### config.mk
export PLATFORM = sky130hd
export DESIGN_NAME = sq_window_acc
export DESIGN_NICKNAME = d
export VERILOG_FILES = /design/src/rtl/sq_pkg.sv /design/src/rtl/sq_window_ctr.sv /design/src/rtl/sq_window_acc.sv
export SDC_FILE = /design/constraint.sdc
export NUM_CORES = 1
export LEC_CHECK = 0
export ABC_AREA = 0
export ABC_CLOCK_PERIOD_IN_PS = 2600
export BUFFER_PORTS_ARGS = -buffer_cell sky130_fd_sc_hd__clkbuf_2
export CORE_ASPECT_RATIO = 0.5
export CORE_MARGIN = 4
export CORE_UTILIZATION = 55
export CTS_CLUSTER_DIAMETER = 60
export DETAILED_ROUTE_END_ITERATION = 10
export PLACE_DENSITY = 0.77
export SLEW_MARGIN = 20
export SYNTH_ARGS = -nofsm -noshare
export SYNTH_HDL_FRONTEND = slang
export SYNTH_HIERARCHICAL = 1
export SYNTH_SLANG_ARGS = --single-unit
### constraint.sdc
create_clock -name clk -period 2.6 [get_ports clk]
set_input_delay 0.39 -clock clk [delete_from_list [all_inputs] [get_ports clk]]
set_output_delay 0.39 -clock clk [all_outputs]
set_load 0.005 [all_outputs]
### src/rtl/sq_pkg.sv
// Shared constants and helpers for the squaring core and its downstream consumers.
package sq_pkg;

  // Width of the unsigned sample fed to the squaring core.
  localparam int N_W = 4;

  // Width of the squared result; (2**N_W - 1)**2 = 225 fits in 8 bits.
  localparam int N2_W = 8;

  // Largest value the squaring core can ever produce.
  localparam logic [N2_W-1:0] N2_MAX = 8'd225;

  // Larger of two squared samples.
  function automatic logic [N2_W-1:0] n2_max(
    input logic [N2_W-1:0] a,
    input logic [N2_W-1:0] b
  );
    logic [N2_W-1:0] m;
    if (a > b) begin
      m = a;
    end else begin
      m = b;
    end
    return m;
  endfunction

  // Counter width needed to hold 0..window-1 (never narrower than one bit).
  function automatic int cnt_width(input int window);
    int w;
    if (window > 1) begin
      w = $clog2(window);
    end else begin
      w = 1;
    end
    return w;
  endfunction

endpackage

### src/rtl/sq_window_ctr.sv
// Window sample counter: counts accepted samples 0..WINDOW-1 and flags the
// increment that completes the window (the counter wraps to 0 on that edge).
module sq_window_ctr #(
  parameter int WINDOW = 16,
  parameter int CNT_W  = 4
) (
  input  logic             clk,
  input  logic             rstn,
  input  logic             inc,
  input  logic             clr,
  output logic [CNT_W-1:0] cnt,
  output logic             last
);

  localparam logic [CNT_W-1:0] TC = CNT_W'(WINDOW - 1);

  logic [CNT_W-1:0] r_cnt;
  logic             w_tc;

  assign w_tc = (r_cnt == TC);

  // Strobe on the increment that closes the window.
  assign last = inc && w_tc;
  assign cnt  = r_cnt;

  // Count register: clear has priority, wrap to zero on the closing increment.
  always_ff @(posedge clk or negedge rstn) begin
    if (!rstn) begin
      r_cnt <= {CNT_W{1'b0}};
    end else if (clr) begin
      r_cnt <= {CNT_W{1'b0}};
    end else if (inc) begin
      if (w_tc) begin
        r_cnt <= {CNT_W{1'b0}};
      end else begin
        r_cnt <= r_cnt + CNT_W'(1);
      end
    end else begin
      r_cnt <= r_cnt;
    end
  end

endmodule

### src/rtl/sq_window_acc.sv
// Windowed sum / max of the squared-sample stream with a one-deep
// valid/ready result register. The last sample of a window is held off
// while the previous result is still waiting to be taken.
module sq_window_acc
  import sq_pkg::*;
#(
  parameter int WINDOW = 16,
  parameter int SUM_W  = 12
) (
  input  logic             clk,
  input  logic             rstn,
  input  logic             clr,
  input  logic             in_valid,
  output logic             in_ready,
  input  logic [N2_W-1:0]  n2,
  output logic             out_valid,
  input  logic             out_ready,
  output logic [SUM_W-1:0] sum,
  output logic [N2_W-1:0]  max_n2
);

  localparam int               CNT_W = cnt_width(WINDOW);
  localparam logic [CNT_W-1:0] TC    = CNT_W'(WINDOW - 1);

  logic [SUM_W-1:0] r_acc;
  logic [N2_W-1:0]  r_mx;
  logic [SUM_W-1:0] r_sum;
  logic [N2_W-1:0]  r_max_n2;
  logic             r_out_valid;

  logic [CNT_W-1:0] w_cnt;
  logic             w_close;
  logic             w_accept;
  logic [SUM_W-1:0] w_acc_next;
  logic [N2_W-1:0]  w_mx_next;

  // in_ready depends only on clr and registered state, never on out_ready.
  assign in_ready = !clr && !((w_cnt == TC) && r_out_valid);
  assign w_accept = in_valid && in_ready;

  // Running sum and max including the sample offered this cycle.
  assign w_acc_next = r_acc + SUM_W'(n2);
  assign w_mx_next  = n2_max(r_mx, n2);

  sq_window_ctr #(
    .WINDOW (WINDOW),
    .CNT_W  (CNT_W)
  ) u_ctr (
    .clk  (clk),
    .rstn (rstn),
    .inc  (w_accept),
    .clr  (clr),
    .cnt  (w_cnt),
    .last (w_close)
  );

  // Partial-window accumulator and max: restart on clr or on window close.
  always_ff @(posedge clk or negedge rstn) begin
    if (!rstn) begin
      r_acc <= {SUM_W{1'b0}};
      r_mx  <= {N2_W{1'b0}};
    end else if (clr) begin
      r_acc <= {SUM_W{1'b0}};
      r_mx  <= {N2_W{1'b0}};
    end else if (w_close) begin
      r_acc <= {SUM_W{1'b0}};
      r_mx  <= {N2_W{1'b0}};
    end else if (w_accept) begin
      r_acc <= w_acc_next;
      r_mx  <= w_mx_next;
    end else begin
      r_acc <= r_acc;
      r_mx  <= r_mx;
    end
  end

  // Result register: load on window close, drop valid on handshake. The two
  // cannot coincide because the closing sample is refused while valid is set.
  always_ff @(posedge clk or negedge rstn) begin
    if (!rstn) begin
      r_sum       <= {SUM_W{1'b0}};
      r_max_n2    <= {N2_W{1'b0}};
      r_out_valid <= 1'b0;
    end else if (w_close) begin
      r_sum       <= w_acc_next;
      r_max_n2    <= w_mx_next;
      r_out_valid <= 1'b1;
    end else if (r_out_valid && out_ready) begin
      r_sum       <= r_sum;
      r_max_n2    <= r_max_n2;
      r_out_valid <= 1'b0;
    end else begin
      r_sum       <= r_sum;
      r_max_n2    <= r_max_n2;
      r_out_valid <= r_out_valid;
    end
  end

  assign out_valid = r_out_valid;
  assign sum       = r_sum;
  assign max_n2    = r_max_n2;

endmodule

Word level (Yosys, flattened, before mapping)
Cells that the tools add are included.

storage, ports and cells
  bits in registers = 45

operators by class
  add/subtract/negate cells = 2
  $lt $le $gt $ge = 1
  equal/unequal tests = 1
  muxes and demuxes = 12
  reductions and logical operators = 10

operators by type and width
  operator                                     count
  2-to-1 mux 12 bit                            3
  2-to-1 mux 8 bit                             4
  adder 12 x 8 -> 12 bit                       1
  2-to-1 mux 4 bit                             3
  greater-than comparator 8 bit                1
  logical AND 1 bit                            5
  adder 4 x 1 -> 4 bit, second input constant  1
  == test 4 bit, second input constant         1
  nonzero test 2 bit                           2
  nonzero test 3 bit                           1
  logical NOT 1 bit                            2
  2-to-1 mux 1 bit                             2

Longest topological paths before layout
Gate-level depths: netlist of the first run.

  depth after elaboration = 8
  depth in mapped cells = 12

By module
Netlist of the first run, hierarchy kept.

modules (own cells, without submodules)
  module         instances  cells an instance  area an instance (um^2)
  sq_window_acc  1          221                2,277.2
  sq_window_ctr  1          21                 201.4

Worst setup path after synthesis of the first run
Ideal clock, no wire load.

  path kind = reg2reg
  start point = register u_ctr.r_cnt[3] (netlist: u_ctr/cnt[3])
  end point = register r_acc[10]
  library setup time = 0.135 ns
  data arrival time = 2.231 ns
  required time = 2.465 ns
  setup slack = 0.235 ns
  stages on the path, launching flop included = 13
  clock period less this slack = 2.365 ns
  cells stage by stage = dfrtp_1 -> and3_1 -> a31oi_2 -> nand2_2 -> clkinv_2 -> nand2_2 -> nor2_1 -> buf_2 -> or2_1 -> clkbuf_1 -> nor2_1 -> o311ai_1 -> o31ai_1

on the way
  cells in the longest elaborated chain, start to end = 8
  elaborated cells between the ends (all ways) = 9
  classes of those cells = eq/ne: 1; mux: 2; reduce/logical: 6

ends and longest elaborated chain
  what                      line                 source
  start: declaration        sq_window_ctr.sv:17  logic [CNT_W-1:0] r_cnt;
  start signal: assignment  sq_window_ctr.sv:29  r_cnt <= {CNT_W{1'b0}};
  start signal: assignment  sq_window_ctr.sv:31  r_cnt <= {CNT_W{1'b0}};
  start signal: assignment  sq_window_ctr.sv:34  r_cnt <= {CNT_W{1'b0}};
  == test 4 bit (*)         sq_window_acc.sv:38  assign in_ready = !clr && !((w_cnt == TC) && r_out_valid);
  logical AND 1 bit (*)     sq_window_acc.sv:38
  logical NOT 1 bit (*)     sq_window_acc.sv:38
  logical AND 1 bit (*)     sq_window_acc.sv:38
  named net in_ready        sq_window_acc.sv:14  output logic in_ready,
  logical AND 1 bit (*)     sq_window_acc.sv:39  assign w_accept = in_valid && in_ready;
  named net w_accept        sq_window_acc.sv:33  logic w_accept;
  logical AND 1 bit (*)     sq_window_ctr.sv:23  assign last = inc && w_tc;
  named net w_close         sq_window_acc.sv:32  logic w_close;
  2-to-1 mux 12 bit         sq_window_acc.sv:65  end else if (w_close) begin
  2-to-1 mux 12 bit         sq_window_acc.sv:62  end else if (clr) begin
  end signal: assignment    sq_window_acc.sv:63  r_acc <= {SUM_W{1'b0}};
  end signal: assignment    sq_window_acc.sv:66  r_acc <= {SUM_W{1'b0}};
  end signal: assignment    sq_window_acc.sv:69  r_acc <= w_acc_next;
  end: declaration          sq_window_acc.sv:25  logic [SUM_W-1:0] r_acc;

The timed path passes the listed nets; every way through them passes the cells marked *.
A chain may end at the register's enable or synchronous reset.

Worst setup path after layout of the first run
  start point = register u_ctr.r_cnt[3] (netlist: u_ctr/cnt[3])
  end point = register r_acc[10]

on the way
  cells in the longest elaborated chain, start to end = 8
  elaborated cells between the ends (all ways) = 9
  classes of those cells = eq/ne: 1; mux: 2; reduce/logical: 6

ends and longest elaborated chain
  what                   line
  == test 4 bit (*)      sq_window_acc.sv:38
  logical AND 1 bit (*)  sq_window_acc.sv:38
  logical NOT 1 bit (*)  sq_window_acc.sv:38
  logical AND 1 bit (*)  sq_window_acc.sv:38
  logical AND 1 bit (*)  sq_window_acc.sv:39
  named net w_accept     sq_window_acc.sv:33
  logical AND 1 bit (*)  sq_window_ctr.sv:23
  named net w_close      sq_window_acc.sv:32
  2-to-1 mux 12 bit      sq_window_acc.sv:65
  2-to-1 mux 12 bit      sq_window_acc.sv:62

Marks and branches as above.

==> results.json, run 1 <==
{
  "die_h_um": 55.5,
  "core_um2": 4120,
  "initial_core_util_pct": 60.1,
  "num_rows": 16,
  "cts_tree": "yes",
  "placed_cells": 328,
  "crit_path_cell_trace": "and3_1 > a31oi_2 > nand2_2 > clkinv_2 > nand2_2 > nor2_2 > or2_4 > nor2_1 > o311ai_1 > o31ai_1",
  "drc": 0,
  "crit_path_max_incr_delay_ps": 420,
  "fin_setup_tns_ps": 0,
  "drive_above_1_share_pct": 24.2,
  "io_pins": 35,
  "grt_max_degree": 46,
  "cts-root-buf": "clkbuf_8",
  "yosysUniqueCellTypes": 43,
  "ys_ff_latch": 45,
  "leakagePower_nw": 1.48,
  "post-route-period-util_pct": 84.6,
  "portBuffers": 34,
  "fmax_ghz": 0.455,
  "skew_ps": 7.88,
  "ant_nets": 0,
  "finalWirelength_mm": 5.22,
  "slew-limit-headroom_pct": 62.3,
  "drt_first_pass_iters": 4,
  "period_needed_ps": 2200,
  "end_kind": "register",
  "grt_util_all_layers_pct": 19.6,
  "final_net_count": 312,
  "maxCapViolCount": 0,
  "yosysSeqAreaShare_pct": 45.4,
  "rr_worst_depth": 10,
  "die-area_um2": 5710,
  "via_count": 1897,
  "syn_area_um2": 2480,
  "rsz0062_at_grt": "false",
  "crit_top_cell": "nand2_2",
  "syn_to_final_growth_pct": 14.5,
  "power.density_nw_per_um2": 553,
  "syn_area_per_cell_um2": 10.2,
  "min_path_type": "in2async",
  "power_mw": 1.57,
  "whs_ps": 166,
  "setup_viol": 0,
  "clockBufferDepth": 2,
  "finalNonFillerCells": 335,
  "regToRegStartpoint": "u_ctr/cnt[3]$_DFFE_PN0P_",
  "arrival_ps": 2360,
  "diodes": 0,
  "die_x_um": 103,
  "critPathKind": "reg2reg",
  "grt_pass1_wl_mm": 8.80,
  "clock_latency_ps": 290,
  "vias_per_cell": 5.66,
  "dp_slack_ps": 354,
  "clkTransAtPathRegs_ps": 80,
  "grt_pass1_vias": 1842,
  "gp_congestion": 0.838,
  "slowest_stage": "dfrtp_1",
  "clkSinkCount": 45,
  "grt_overflow": 0,
  "htreeDepth": 2,
  "antenna_found_initial": 0,
  "hold_viol": 0,
  "status": "finished, final reports clean",
  "postLayoutSetupSlackWorst_ps": 401,
  "synth_cells": 242,
  "vdd_drop_max_v": 0.000336,
  "worstSetupStartpointType": "register",
  "ys_warn_count": 6,
  "r2r_setup_slack_ps": 400,
  "hpwlAfterDp_mm": 3.91,
  "tightest_slew_ps": 565,
  "detail_route.iter0.violations": 71,
  "regToRegEndpoint": "r_acc[10]$_DFFE_PN0P_",
  "worstPathRequired_ps": 2770,
  "post_drt_wl_per_cell_um": 15.6,
  "synth_nets": 273,
  "numCtsBuffers": 5,
  "cp_max_fo": 7,
  "slew_viol_final": 0
}
worst max-delay path, delay by kind of cell, from the launching register on:
family	cells	cell delay [ps]
AOI/OAI and AO/OA	3	630
buffers and inverters	1	80
DFF	1	420
and+or+nand+nor	6	940
kinds of logic (layout without fill, tap and decap cells):
kind of cell / Yosys count / after routing / synth area share, %
muxes: 19 / 19 / 8.23
buffers and inverters: 26 / 65 / 4.19
and+or+nand+nor: 60 / 60 / 11.5
DFF: 45 / 45 / 45.4
adders and majority gates: 18 / 18 / 9.39
xor gates and xnor gates: 11 / 11 / 3.89
AOI/OAI and AO/OA: 63 / 63 / 17.4
repair_timing:
| action | 4_1_cts | 5_1_grt |
|---|---|---|
| setup endpoints to repair | 0 | 1 |
| endpoints found under the hold margin | 0 | 0 |
| hold buffers | 0 | 0 |
| buffers inserted | 0 | 0 |
| resized for setup | 0 | 1 |
report_power, final:
part / internal [mW] / switching (mW)
Sequential: 0.728 / 0.0261
Combinational: 0.127 / 0.175
Clock: 0.280 / 0.234
Total: 1.13 / 0.434
how the worst max path moves through the flow:
stage / start / to / slack [ps] / cells past startpoint
after floorplan: u_ctr/cnt[3]$_DFFE_PN0P_ / r_acc[10]$_DFFE_PN0P_ / 230 / 12
after global placement: n2[0] / sum[8]$_DFFE_PN0P_ / 380 / 10
after detailed placement: u_ctr/cnt[1]$_DFFE_PN0P_ / r_acc[10]$_DFFE_PN0P_ / 350 / 10
after CTS: u_ctr/cnt[1]$_DFFE_PN0P_ / r_acc[10]$_DFFE_PN0P_ / 300 / 10
after global routing: u_ctr/cnt[1]$_DFFE_PN0P_ / r_acc[10]$_DFFE_PN0P_ / 120 / 10
final: u_ctr/cnt[3]$_DFFE_PN0P_ / r_acc[10]$_DFFE_PN0P_ / 400 / 10
through the flow:
| step | utilization [%] | cell area [µm²] |
|---|---|---|
| after floorplan | - | 2480 |
| after global placement | 66.3 | 2730 |
| after detailed placement | 66.3 | 2730 |
| after CTS | 68.8 | 2840 |
| after global routing | 68.8 | 2840 |
| final | 68.8 | 2840 |
flip-flops by register name (all words and copies together), names as in the netlist:
register and count:
u_ctr/cnt 4, sum 12, max_n2 8, out_valid 1, r_acc 12, r_mx 8
cells in the mapped netlist, drive strengths merged:
master | count | area share, %
dfrtp | 45 | 45
a21oi | 29 | 6.0
nor2 | 22 | 3.4
ha | 17 | 8.6
nand2 | 17 | 2.8
inv | 16 | 2.4
a22o | 11 | 3.9
mux2i | 11 | 4.4
mux2 | 8 | 3.8
o21ai | 7 | 1.4
xnor2 | 7 | 2.5
buf | 6 | 1.1
nor2b | 5 | 1.3
a21o | 4 | 1.2
a31oi | 4 | 1.9
or3 | 4 | 1.0
xor2 | 4 | 1.4
clkbuf | 3 | 0.45
nand3 | 3 | 0.61
nand4 | 3 | 0.76
or2 | 2 | 0.50
a211oi | 1 | 0.30
a22oi | 1 | 0.50
a311o | 1 | 0.45
and2 | 1 | 0.25
and3 | 1 | 0.25
and4 | 1 | 0.35
clkinv | 1 | 0.20
fa | 1 | 0.81
nand2b | 1 | 0.25
o211ai | 1 | 0.30
o21bai | 1 | 0.30
o22ai | 1 | 0.50
o311ai | 1 | 0.35
o31ai | 1 | 0.30
cells in the final DEF (no fill, tap or decap), types with 2 or more instances in the layout:
cell / netlist / final
dfrtp_1: 45 / 45
clkbuf_2: 0 / 34
a21oi_1: 28 / 28
nor2_1: 21 / 20
ha_1: 17 / 17
inv_1: 16 / 16
nand2_1: 15 / 15
a22o_1: 11 / 11
mux2i_1: 11 / 11
xnor2_1: 7 / 7
mux2_2: 7 / 7
buf_4: 0 / 7
nor2b_1: 5 / 5
clkbuf_8: 0 / 5
o21ai_1: 4 / 4
a21o_1: 4 / 4
or3_1: 4 / 4
xor2_1: 4 / 4
nand4_1: 3 / 3
nand3_1: 3 / 3
o21ai_0: 3 / 3
nand2_2: 2 / 2
clkinv_2: 1 / 2
nor2_2: 1 / 2
a31oi_1: 2 / 2
routing by layer:
layer | vias up | track usage [%] | part of all wire (%) | wire length (µm)
li1 | 937 | - | - | -
met1 | 914 | 28.9 | 51 | 2670
met2 | 42 | 28.7 | 42 | 2200
met3 | 4 | 5.15 | 5.9 | 306
met4 | 0 | 4.43 | 0.79 | 41
met5 | - | 0 | 0 | 0
final cells by class:
class                      instances  area, µm²
timing repair buffer              41        223
sequential                        45       1130
tap                               54       67.6
inverter                          17       65.1
multi-input combinational        171       1250
clock inverter                     2       35.0
clock buffer                       5       68.8
fill                             334       1280
No activity file was read; power rests on OpenSTA's default activity.
==> run 2: changes to the inputs <==
Settings changed: ABC_AREA 0 to 1, ABC_CLOCK_PERIOD_IN_PS 2600 to 1900, CORE_UTILIZATION 55 to 52, PLACE_DENSITY 0.77 to 0.76.
Clock period 2.6 ns to 1.9 ns, I/O delays scaled along.
==> results.json, run 2 <==
{
  "final_cell_area_um2": 3210,
  "hpwlAfterDp_mm": 4.90,
  "ys.flop_type": "dfrtp_1",
  "slew_viol_final": 0,
  "worstPathRequired_ps": 2130,
  "synth-simple-area-share_pct": 36.3,
  "grt_pass1_vias": 2331,
  "grt_pass1_wl_mm": 10.6,
  "power.density_nw_per_um2": 691,
  "synth_cells": 360,
  "setup_viol": 0,
  "num_rows": 18,
  "synth-xor-area-share_pct": 1.58,
  "via_count": 2428,
  "status": "finished, final reports clean",
  "skew_ps": 9.38,
  "layout_commonest_cell": "nand2_1",
  "post_cts_buffers": 0,
  "numCtsBuffers": 5,
  "yosysSeqAreaShare_pct": 40.7,
  "grt_max_degree": 27,
  "power_mw": 2.22,
  "synth_nets": 391,
  "arrival_ps": 1950,
  "core_um2": 5040,
  "initial_core_util_pct": 54.9,
  "synth_compound_area_share_pct": 5.28,
  "leakagePower_nw": 1.82,
  "use_met3_pct": 4.28,
  "drc": 0,
  "period_needed_ps": 1720,
  "synth_common_cells": "nand2_1, dfrtp_1, inv_1",
  "ys_ff_latch": 45,
  "post-route-util_pct": 63.7,
  "multi_input_area_um2": 1430,
  "ys_warn_count": 6,
  "yosysUniqueCellTypes": 34,
  "vdd_drop_max_v": 0.000346,
  "synth_top_area_share_pct": 40.7,
  "min_path_type": "in2reg",
  "post-route-period-util_pct": 90.4,
  "synth-edff-count": 0,
  "seqCellArea_um2": 1130,
  "finalWirelength_mm": 6.45,
  "diodes": 0,
  "grt_use_met1_pct": 26.8,
  "cts_tree": "yes",
  "syn_area_per_cell_um2": 7.69,
  "grt-busiest-layer": "met2",
  "synth_top_area_cell": "dfrtp_1",
  "critPathKind": "reg2reg",
  "fillers": 444,
  "fin_setup_tns_ps": 0,
  "syn_to_final_growth_pct": 16.0,
  "portBuffers": 34,
  "final_net_count": 438,
  "htreeDepth": 2,
  "clock_latency_ps": 300,
  "drive_above_1_share_pct": 20.1,
  "gp_congestion": 0.887,
  "die_x_um": 111,
  "io_pins": 35,
  "layout_common_cells": "nand2_1, dfrtp_1, inv_1, nand3_1, clkbuf_2",
  "grt_overflow": 0,
  "rsz0062_at_grt": "false",
  "whs_ps": 172,
  "vias_per_cell": 5.08,
  "post_drt_wl_per_cell_um": 13.5,
  "slew-limit-headroom_pct": 62.6,
  "maxCapViolCount": 0,
  "grt_util_all_layers_pct": 20.2,
  "ant_nets": 0,
  "fmax_ghz": 0.582,
  "synthMuxAreaShare_pct": 0,
  "synth_fa_ha_area_share_pct": 8.40,
  "worstSetupStartpointType": "register",
  "use_met2_pct": 34.4,
  "drt_first_pass_iters": 4,
  "hold_viol": 0,
  "detail_route.iter0.violations": 104,
  "synth_top_family_by_area": "simple AND/OR/NAND/NOR gates",
  "tightest_slew_ps": 561,
  "syn_area_um2": 2770,
  "clkSinkCount": 45,
  "cp_max_fo": 15,
  "synth_area_leaders": "dfrtp_1, nand2_1, ha_1, nand3_1, inv_1",
  "antenna_found_initial": 0,
  "die-area_um2": 6630,
  "synth-async-reset-ratio_pct": 100,
  "clockBufferDepth": 2,
  "cts-root-buf": "clkbuf_8",
  "end_kind": "register",
  "yosysMostFrequentCell": "nand2_1",
  "clkTransAtPathRegs_ps": 90,
  "placed_cell_area_um2": 3100,
  "die_h_um": 59.6
}
-- run 2: changes by cell type after synthesis, sizes merged, moves of 7 or more --
| cell | delta |
|---|---|
| a22o | -10 |
| inv | +31 |
| nand3 | +44 |
| o21ai | +7 |
| mux2i | -11 |
| a21oi | -22 |
| mux2 | -8 |
| nand2 | +115 |
-- run 2: final timing paths --
| check | startpoint | end | slack [ps] | cells past startpoint |
|---|---|---|---|---|
| max | u_ctr/cnt[2]$_DFFE_PN0P_ | r_acc[5]$_DFFE_PN0P_ | 180 | 12 |
| min | out_ready | out_valid$_DFFE_PN0P_ | 170 | 2 |
| max reg2reg | u_ctr/cnt[2]$_DFFE_PN0P_ | r_acc[5]$_DFFE_PN0P_ | 180 | 12 |
| min reg2reg | max_n2[2]$_DFFE_PN0P_ | max_n2[2]$_DFFE_PN0P_ | 480 | 2 |
| max in group asynchronous | rstn | r_acc[9]$_DFFE_PN0P_ | 870 | 3 |
| min in group asynchronous | rstn | u_ctr/cnt[1]$_DFFE_PN0P_ | 510 | 2 |
-- run 2: layout make-up --
cell class	count	area share [%]
inverters	47	5.49
clock inverters	1	0.156
flip-flops and latches	45	35.0
clock buffers	7	3.00
multi-input cells	262	44.6
well taps	70	2.73
repair buffers	46	8.96
-- run 2: metal layers --
layer  wire length, µm  part of all wire [%]
met1              3090                    48
met2              2930                    45
met3               368                   5.7
met5                 0                     0
met4                66                   1.0
-- run 2: what timing repair did --
item | CTS | global route
hold endpoints to repair | 19 | 0
resized for setup | 0 | 2
hold buffers | 1 | 0
endpoints found under the setup margin | 0 | 13
-- run 2: report_power, final --
| part | total (mW) | internal (mW) | switching [mW] |
|---|---|---|---|
| Combinational | 0.514 | 0.185 | 0.329 |
| Sequential | 1.04 | 1.00 | 0.0410 |
| Clock | 0.662 | 0.329 | 0.333 |
-- run 2: cells by family after synthesis --
logic type                 after synthesis
adders and majority gates               18
and+or+nand+nor                        213
buffers and inverters                   53
DFF                                     45
AOI/OAI and AO/OA                       26
xor gates and xnor gates                 5
-- run 2: worst max-delay path: stages, from the launching register on --
cell	delay [ps]
dfrtp_1	440
nand2_1	90
inv_2	70
nand3_2	100
nand3_4	80
inv_1	60
inv_2	80
nor2_2	50
buf_4	140
nor2_2	100
buf_4	230
inv_1	60
o21ai_1	140
-- run 2: per-stage QoR --
step                worst slack (ps)  cells
floorplan                        136    360
global placement                 184    469
detailed placement               134    469
CTS                              157    478
global route                    17.0    478
finish                           182    478
==> run 3: changes to the inputs <==
Settings changed: REMOVE_ABC_BUFFERS set to 1.
==> results.json, run 3 (synthesis results as in run 2) <==
{
  "layout_commonest_cell": "nand2_1",
  "cts-resized-gates": 0,
  "drt_first_pass_iters": 4,
  "post-route-period-util_pct": 98.2,
  "final_cell_area_um2": 3170,
  "die-area_um2": 6630,
  "via_count": 2431,
  "detail_route.iter0.violations": 169,
  "status": "finished, final reports clean",
  "slew_viol_final": 0,
  "grt_max_degree": 46,
  "p_comb_share_pct": 24.1,
  "clockBufferDepth": 2,
  "io_pins": 35,
  "core_um2": 5040,
  "arrival_ps": 2110,
  "cts-root-buf": "clkbuf_8",
  "hold_viol": 0,
  "p_int_mw": 1.44,
  "htreeDepth": 2,
  "clkSinkCount": 45,
  "power_mw": 2.14,
  "vdd_drop_max_v": 0.000365,
  "layout_common_cells": "nand2_1, inv_1, nand3_1, dfrtp_1, clkbuf_2",
  "placed_cell_area_um2": 3060,
  "drc": 0,
  "diodes": 0,
  "swShare_pct": 32.9,
  "fin_setup_tns_ps": 0,
  "die_x_um": 111,
  "final_net_count": 437,
  "slew-limit-headroom_pct": 61.7,
  "cts_tree": "yes",
  "switching_power_mw": 0.705,
  "ant_nets": 0,
  "num_rows": 18,
  "postLayoutSetupSlackWorst_ps": 34.6,
  "grt_util_all_layers_pct": 20.4,
  "setup_viol": 0,
  "power.density_nw_per_um2": 675,
  "gp_congestion": 0.883,
  "syn_to_final_growth_pct": 14.6,
  "vias_per_cell": 5.10,
  "post_cts_buffers": 0,
  "dp_slack_ps": 70.1,
  "cp_max_fo": 3,
  "portBuffers": 34,
  "whs_ps": 48.0,
  "clkTransAtPathRegs_ps": 80,
  "drive_above_1_share_pct": 21.1,
  "hpwlAfterDp_mm": 4.82,
  "end_kind": "register",
  "fmax_ghz": 0.536,
  "p_clk_share_pct": 27.3,
  "worstPathRequired_ps": 2140,
  "post_drt_wl_per_cell_um": 13.6,
  "min_path_type": "in2async",
  "worstSetupStartpointType": "register",
  "initial_core_util_pct": 54.9,
  "grt_overflow": 0,
  "pwr-share-seq_pct": 48.6,
  "skew_ps": 10.4,
  "leakagePower_nw": 1.79,
  "die_h_um": 59.6,
  "critPathKind": "reg2reg",
  "antenna_found_initial": 0,
  "numCtsBuffers": 5,
  "tightest_slew_ps": 575,
  "ctsHoldBuffers": 0,
  "fillers": 449,
  "finalWirelength_mm": 6.48,
  "period_needed_ps": 1870,
  "maxCapViolCount": 0,
  "clock_latency_ps": 310,
  "grt_pass1_vias": 2326,
  "grt_pass1_wl_mm": 10.7
}
[run 3: worst max-delay path: stages (launching register included)]
cell and delay (ps):
dfrtp_1 380, ha_1 200, inv_1 60, fa_1 420
nor2_1 200, nor2_2 80, o21ai_2 150, or2_1 160
nand3_1 80, nand2_1 70
[run 3: metal layers]
layer | vias to the layer above | track usage, % | share of wire (%)
met3 | 9 | 4.28 | 3.6
met1 | 1140 | 27.1 | 50
met5 | - | 0 | 0
li1 | 1239 | - | -
met2 | 43 | 34.3 | 45
met4 | 0 | 6.24 | 1.0
[run 3: final cells by class]
class                           count  area (µm²)  share of cell area [%]
Clock buffer                        6        72.6                    2.29
Clock inverter                      2        10.0                   0.315
Inverter                           47         180                    5.68
Multi-Input combinational cell    262        1440                    45.4
Sequential cell                    45        1130                    35.6
Tap cell                           70        87.6                    2.76
Timing Repair Buffer               44         245                    7.73
Timing Repair inverter              1        7.51                   0.237
[run 3: worst paths after layout]
path	start	to	slack [ps]	cells after the start
min in group clk	out_ready	out_valid$_DFFE_PN0P_	180	2
worst max-delay path	r_acc[0]$_DFFE_PN0P_	sum[6]$_DFFE_PN0P_	30	9
worst min register to register	max_n2[5]$_DFFE_PN0P_	max_n2[5]$_DFFE_PN0P_	480	2
max in group asynchronous	rstn	u_ctr/cnt[1]$_DFFE_PN0P_	1430	2
worst max register to register	r_acc[0]$_DFFE_PN0P_	sum[6]$_DFFE_PN0P_	30	9
worst min-delay path	rstn	sum[11]$_DFFE_PN0P_	50	2
[run 3: stage by stage]
step           utilization [%]  instances
4_1_cts                   62.4        476
2_1_floorplan                -        354
3_3_place_gp              60.7        468
6_report                  62.9        477
5_1_grt                   62.9        477
3_5_place_dp              60.7        468
[run 3: power groups by stage]
stage	clock (mW)	combinational, mW	sequential (mW)
3_5_place_dp	0	0.497	1.06
2_1_floorplan	0	0.365	1.05
5_1_grt	0.644	0.580	1.05
3_3_place_gp	0	0.478	1.06
4_1_cts	0.596	0.500	1.04
6_report	0.585	0.516	1.04
